$ cat src/rtl/multi_freq_gen.sv
// multi_freq_gen: N-channel fractional clock divider with programmable duty and phase,
// started together on period_stable and reprogrammed glitch-free at period boundaries.
module multi_freq_gen #(
  parameter int N = 4,
  parameter int CNT_W = 16,
  parameter int FRAC_W = 10,
  parameter int DEF_DIV = 2,
  parameter int DEF_HIGH = 1
) (
  input  logic                             clk,
  input  logic                             RST,
  input  logic                             PWRDWN,
  input  logic                             period_stable,
  input  logic                             cfg_valid,
  output logic                             cfg_ready,
  input  logic [(N > 1 ? $clog2(N) : 1)-1:0] cfg_ch,
  input  logic [CNT_W-1:0]                 cfg_div_int,
  input  logic [FRAC_W-1:0]                cfg_div_frac,
  input  logic [CNT_W-1:0]                 cfg_high,
  input  logic [CNT_W-1:0]                 cfg_phase,
  output logic [N-1:0]                     out,
  output logic [N*CNT_W-1:0]               period_last,
  output logic [N-1:0]                     period_valid,
  output logic                             locked
);
  localparam int CH_W = N > 1 ? $clog2(N) : 1;
  localparam int PW = 2 ** CH_W;
  typedef struct packed {
    logic [CNT_W-1:0]  div;
    logic [CNT_W-1:0]  high;
    logic [CNT_W-1:0]  phase;
    logic [FRAC_W-1:0] frac;
  } cfg_t;
  typedef enum logic [1:0] {IDLE, DELAY, RUN} state_t;
  localparam cfg_t DEF_CFG = '{div: CNT_W'(DEF_DIV), high: CNT_W'(DEF_HIGH), phase: '0, frac: '0};
  logic [N-1:0] pend, seen;
  logic [PW-1:0] pend_x;
  logic go;
  assign go = period_stable && !PWRDWN;
  assign pend_x = PW'(pend);
  assign cfg_ready = !pend_x[cfg_ch];
  assign locked = &seen;
  for (genvar i = 0; i < N; i++) begin : g_ch
    state_t st;
    cfg_t act, shd, nc;
    logic [CNT_W-1:0] cnt, dcnt, p, pl, d_eff, p_n, h_n, h_eff;
    logic [FRAC_W-1:0] acc;
    logic [FRAC_W:0] sum;
    logic take, bnd, enter, apply, pnd, sn, o, pv;
    // nc is the config that governs the period starting on this edge
    always_comb begin
      take  = cfg_valid && cfg_ready && cfg_ch == CH_W'(i);
      bnd   = st == RUN && cnt == p - 1'b1;
      enter = st == DELAY && dcnt == '0;
      apply = pnd && (st == IDLE || (go && (bnd || enter)));
      nc    = apply ? shd : act;
      d_eff = nc.div < CNT_W'(2) ? CNT_W'(2) : nc.div;
      sum   = bnd ? {1'b0, acc} + {1'b0, nc.frac} : '0;
      p_n   = sum[FRAC_W] && ~&d_eff ? d_eff + 1'b1 : d_eff;
      h_n   = nc.high < p_n ? nc.high : p_n - 1'b1;
      h_eff = act.high < p ? act.high : p - 1'b1;
    end
    always_ff @(posedge clk) begin
      if (RST) begin
        st   <= IDLE;
        cnt  <= '0;
        dcnt <= '0;
        p    <= '0;
        acc  <= '0;
        act  <= DEF_CFG;
        shd  <= DEF_CFG;
        pnd  <= 1'b0;
        sn   <= 1'b0;
        o    <= 1'b0;
        pv   <= 1'b0;
        pl   <= '0;
      end else begin
        pv <= go && bnd;
        if (apply) begin
          act <= nc;
          pnd <= 1'b0;
        end
        if (take) begin
          shd <= '{div: cfg_div_int, high: cfg_high, phase: cfg_phase, frac: cfg_div_frac};
          pnd <= 1'b1;
        end
        if (!go) begin
          st  <= IDLE;
          o   <= 1'b0;
          cnt <= '0;
          acc <= '0;
          sn  <= 1'b0;
        end else if (st == IDLE && nc.phase != '0) begin
          st   <= DELAY;
          dcnt <= nc.phase - 1'b1;
        end else if (st == IDLE || enter || bnd) begin
          st  <= RUN;
          cnt <= '0;
          p   <= p_n;
          acc <= sum[FRAC_W-1:0];
          o   <= h_n != '0;
          if (bnd) begin
            pl <= p;
            sn <= 1'b1;
          end
        end else if (st == RUN) begin
          cnt <= cnt + 1'b1;
          o   <= cnt + 1'b1 < h_eff;
        end else begin
          dcnt <= dcnt - 1'b1;
        end
      end
    end
    assign out[i] = o;
    assign period_valid[i] = pv;
    assign period_last[i*CNT_W +: CNT_W] = pl;
    assign pend[i] = pnd;
    assign seen[i] = sn;
  end
endmodule

$ cat config.mk
export PLATFORM = sky130hd
export DESIGN_NAME = multi_freq_gen
export DESIGN_NICKNAME = d
export VERILOG_FILES = /design/src/rtl/multi_freq_gen.sv
export SDC_FILE = /design/constraint.sdc
export NUM_CORES = 2
export LEC_CHECK = 0
export BUFFER_PORTS_ARGS = -buffer_cell sky130_fd_sc_hd__buf_4
export CORE_MARGIN = 8
export CORE_UTILIZATION = 60
export DETAILED_ROUTE_END_ITERATION = 8
export PLACE_DENSITY = 0.8
export SETUP_SLACK_MARGIN = 0.5
export SLEW_MARGIN = 20
export SYNTH_ARGS = -nofsm -noshare
export SYNTH_HDL_FRONTEND = slang
export SYNTH_SLANG_ARGS = --single-unit
$ cat constraint.sdc
create_clock -name clk -period 9.9 [get_ports clk]
set_input_delay 1.485 -clock clk [delete_from_list [all_inputs] [get_ports clk]]
set_output_delay 1.485 -clock clk [all_outputs]
set_load 0.01 [all_outputs]
* Word level (Yosys, flattened, before mapping)
Cells that the tools add are included.
Widths: inputs -> output; s select.
** Operators by class
- Mux-type cells :: 70
- Bitwise logic cells :: 5
- Reductions and logical operators :: 119
- $add $sub $neg :: 28
- Magnitude comparators :: 17
- Eq/ne operators :: 23
** Operators with widths (number)
- $mux 16 :: 36
- $sub 16x1->16 const B :: 16
- $mux 58 :: 4
- $lt 16x16->1 :: 12
- $add 16x1->16 const B :: 8
- $reduce_bool 16->1 :: 8
- $eq 16x16->1 :: 4
- $logic_not 16->1 :: 4
- $lt 16x2->1 const B :: 4
- $reduce_and 16->1 :: 4
- $add 10x10->11 :: 4
- $mux 11 :: 4
- $reduce_and 3->1 :: 12
- $logic_and 1x1->1 :: 34
- $mux 1 :: 25
- $reduce_bool 2->1 :: 12
- $reduce_and 4->1 :: 5
- $logic_or 1x1->1 :: 16
- $reduce_and 2->1 :: 8
- $eq 2x2->1 const B :: 6
- $reduce_or 3->1 :: 4
- $eq 2x1->1 const B :: 5
- $logic_not 2->1 :: 5
- $ne 2x1->1 const B :: 4
- 6 further kinds :: 18
** Word-level totals
- Logic and storage cells :: 338
- Output and inout port bits :: 74
- Register bits :: 784

* Longest topological paths before layout
- Depth in word-level cells :: 18
- Depth in mapped cells :: 46
- Depth with buffers taken out :: 39

* Worst setup path before layout
Ideal clock, no wire load.
- Path type :: reg-to-reg
- Start :: register g_ch[3].p[0]
- End :: register g_ch[3].o
- Data arrival time :: 8.834 ns
- Slack :: 0.946 ns
- Setup time :: 0.120 ns
- Path buffers :: 7
- Cell stages (with the launch flop) :: 43
- Cell sequence :: dfxtp_1 > inv_1 > ha_1 > or4b_4 > buf_6 > or4_1 > xnor2_1 > a2111o_1 > nor4_1 > a21oi_1 > nor2_2 > buf_2 > buf_4 > buf_2 > buf_1 > clkbuf_1 > nand2_1 > nand2_1 > [... 7 more ...] > or4_4 > or2_1 > buf_4 > o41ai_2 > o21ai_0 > xor2_1 > inv_1 > ha_1 > nand4_1 > nor2_1 > o2111a_1 > o21ai_0 > nand4b_1 > a31oi_1 > nor3b_1 > nand4_1 > or4_1 > o31a_1
** RTL lines
- start, declared :: RTL line 46 : logic [CNT_W-1:0] cnt, dcnt, p, pl, d_eff, p_n, h_n, h_eff;
- start signal, assigned :: RTL line 99 : p <= p_n;
- end signal, assigned :: RTL line 108 : o <= cnt + 1'b1 < h_eff;
- end, declared :: RTL line 49 : logic take, bnd, enter, apply, pnd, sn, o, pv;

==> summary.md <==
| Metric | Value |
|---|---|
| Status | finished clean |
| CP bufs+invs | 2 |
| Vias | around 44000 |
| Clock Skew | ~23 ps |
| Routed wire length | approximately 140 mm |
| Inst Count DP | 6899 |
| Pwr dens | 154 nW/um^2 |
| Minimum clock period | between 8000 and 9000 ps |
| Peak supply drop | approximately 140 uV |
| Commonest non-fill, non-tap cells in the layout | nand2_1, dfxtp_1, nor2_1 |
| Tcrit/Tclk final | 0.882 |
| GRT Residual Overflow | 0 |
| Average size of a mapped cell | around 7.6 sq um |
| Commonest non-fill, non-tap cell in the layout | nand2_1 |
| Internal power | approximately 0.0056 W |
| Sequential share of the synthesized area | 0.341 |
| DP HPWL | between 100 and 150 mm |
| Post-CTS Hold Buffers | 0 |
| NumNets Final | roughly 6300 |
| Final setup fails | 0 |
| Critical path fanouts, max | 13 |
| Final hold vios | 0 |
| Synth area leaders | dfxtp_1, nand2_1, a21oi_1 |
| Worst Path Required | between 10000 and 15000 ps |
| Post-Synthesis Cell Area | 46100 sq um |
| Max Cap Viol | 0 |
| Reg2Reg Depth | 35 |
| Core ar. | approximately 76000 sq um |
| Htree depth | 3 |
| Io pins | between 100 and 150 |
| Crit path largest cell delay | 560 ps |
| Count of unique library cells instantiated by Yosys | ~110 |
| Initial DRC Count | a little under 5000 |
| Slew Viols, Final | 0 |
| Area leader, netlist | dfxtp_1 |
| Die Span Y | ~290 um |
| Die footprint | 85900 sq um |
| P_leak | about 21 nW |
| Unrepaired setup endpoints after global routing | false |
| Synth warn | 0 |
| GPL Wtd Cong | slightly below 1 |
| CTS sink count | slightly below 800 |
| CTS clk-pin slew, worst paths | about 70 ps |
| Starting density of the core | 0.606 |
| Slew Limit Headroom | 0.183 |
| Vias in the first global route | between 40000 and 50000 |
| Syn Inst Count | approximately 6100 |
| TritonCTS clock tree | done |
| Clock root cell | clkbuf_16 |
| CP top delay family | simple AND/OR/NAND/NOR gates |
| Final setup margin | 1170 ps |
| Hold WC Path Type | reg2reg |
| WP depth | 35 |
| Sequential power share | 0.423 |
| Clock Latency Late Sink | 660 ps |
| Most used cell, CP | ha_1 |
| Layout cell share with drive strength beyond 1 | 0.0712 |
| Hold depth | 2 |
| Synthesized Nets | 6361 |
| First-pass GRT wire length | 227 mm |
| Hold_ws | 455 ps |
| Switching Fraction | 0.280 |
| Critical path's slowest cell | or4b_4 |
| Number of synthesized register bits | roughly 800 |
| Worst-margin pin slew | 1220 ps |
| Synth Flop Type | dfxtp_1 |
| Clock power share | 0.436 |
| Via density per instance | slightly above 6 |
| # rows | around 100 |
| Post-synth ARST share | 0 |
| First-pass iteration count of the detailed router | 8 |
| Setup TNS | 0 ps |
| Clock Tree Buf Depth | 3 |
| DR WL/cell | just over 20 um |
| CTS buffer count | 86 |
| Critical path arrival | a little over 9000 ps |
| Largest net degree at the start of global routing | ~100 |
| Number of synthesized flops with an enable pin | 0 |
| Startpoint Class | flop |
| Count of input and output buffers | between 100 and 150 |
| Net switching power | about 0.0022 W |
| Place WS | 895 ps |
| DRT antenna net count | 0 |
| Worst setup path class | reg2reg |
| Max Clk Rate | ~110 MHz |
| Die Wd | between 200 and 300 um |
| Drt drc | 0 |
| Area Growth Syn to Fin | 9.40% |
| Combinational Power Share | 0.140 |
| Initial antenna violation count | 6 |
| Synth top area share | 0.341 |
| Worst Setup End Kind | flop |
| Tot GR Track Use | 0.322 |
| Non-filler cells, final | between 7000 and 8000 |
-- power by group through the flow --
stage,Sequential [W],Clock (W),Combinational [W]
final,0.00329,0.00339,0.00109
after global routing,0.00330,0.00356,0.00119
after CTS,0.00329,0.00342,0.00106
after detailed placement,0.00336,0,0.00105
after global placement,0.00336,0,0.00104
after floorplan,0.00333,0,0.000789
-- final timing paths --
check / from / to / slack (ps)
worst min-delay path: g_ch[3].shd[7] / g_ch[3].shd[7] / 450
worst max register to register: g_ch[3].p[0] / g_ch[3].o / 1170
worst min register to register: g_ch[3].shd[7] / g_ch[3].shd[7] / 450
worst max-delay path: g_ch[3].p[0] / g_ch[3].o / 1170
-- cell usage after synthesis (15+ instances only) --
master     instances
xnor2_1          174
o31ai_1           17
a21oi_1          633
and3_1           101
nor4_1            86
and2_1            22
clkbuf_1         289
a21o_1            61
inv_1            189
a211oi_1          53
dfxtp_1          784
nand3_1          161
a31oi_1           51
o21ai_0          242
o211ai_1          22
nor3b_1           15
nor2b_1           66
nor3_1           121
a22oi_1           65
nand2b_1          46
nand2_1         1025
nor2_1           698
o2111ai_1         16
ha_1             240
buf_1             26
buf_4             17
buf_2             35
o21a_1            22
or3_1             35
mux2_2            18
or4_1             32
nand4_1           87
xor2_1           110
nand3b_1          30
mux2i_1          218
-- worst min-delay path, cell delays in order (launching register included) --
cell	delay, ps
dfxtp_1	310
nand2_1	50
a21oi_1	50
-- per-layer routing --
metal	global-route usage	routed length, um	up-vias
met5	0	13	-
met4	0.140	6670	2
met3	0.0657	14000	386
met2	0.497	62900	1968
met1	0.435	61000	20800
li1	-	-	20900
-- per-stage QoR --
step | area, sq um | utilization | power, W
4_1_cts | 50300 | 0.662 | 0.00777
2_1_floorplan | 46100 | - | 0.00411
3_3_place_gp | 47300 | 0.623 | 0.00439
5_1_grt | 50400 | 0.663 | 0.00805
3_5_place_dp | 47300 | 0.623 | 0.00441
6_report | 50400 | 0.663 | 0.00778
-- flip-flops by register name (all words and copies together), names as in the netlist --
| name | cells |
|---|---|
| g_ch.acc | 40 |
| g_ch.act | 232 |
| g_ch.cnt | 64 |
| g_ch.dcnt | 64 |
| g_ch.o | 4 |
| g_ch.p | 64 |
| g_ch.pl | 64 |
| g_ch.pnd | 4 |
| g_ch.pv | 4 |
| g_ch.shd | 232 |
| g_ch.sn | 4 |
| g_ch.st | 8 |
-- layout make-up --
cell class / count / area [sq um]
flip-flops and latches: 784 / 15700
clock buffers: 116 / 2420
inverters: 190 / 713
well taps: 1030 / 1290
clock inverters: 40 / 538
diodes: 1 / 2.50
repair buffers: 192 / 1460
multi-input cells: 4707 / 28300
fillers: 6471 / 25600
-- cells by family (layout without fill, tap and decap cells) --
group	Yosys count	after routing	synth area share
other cells	0	1	0
compound gates	1325	1325	0.172
fa+ha+maj	244	244	0.0669
xor+xnor	297	297	0.0601
flops	784	784	0.341
mux	239	239	0.0528
buf+inv	561	538	0.0487
simple gates	2602	2602	0.259
-- what timing repair did --
| item | CTS | global route |
|---|---|---|
| endpoints found under the setup margin | 0 | 2 |
| setup buffers | 0 | 3 |
| resized for setup | 0 | 8 |
Power figures use the tool's default switching activity.
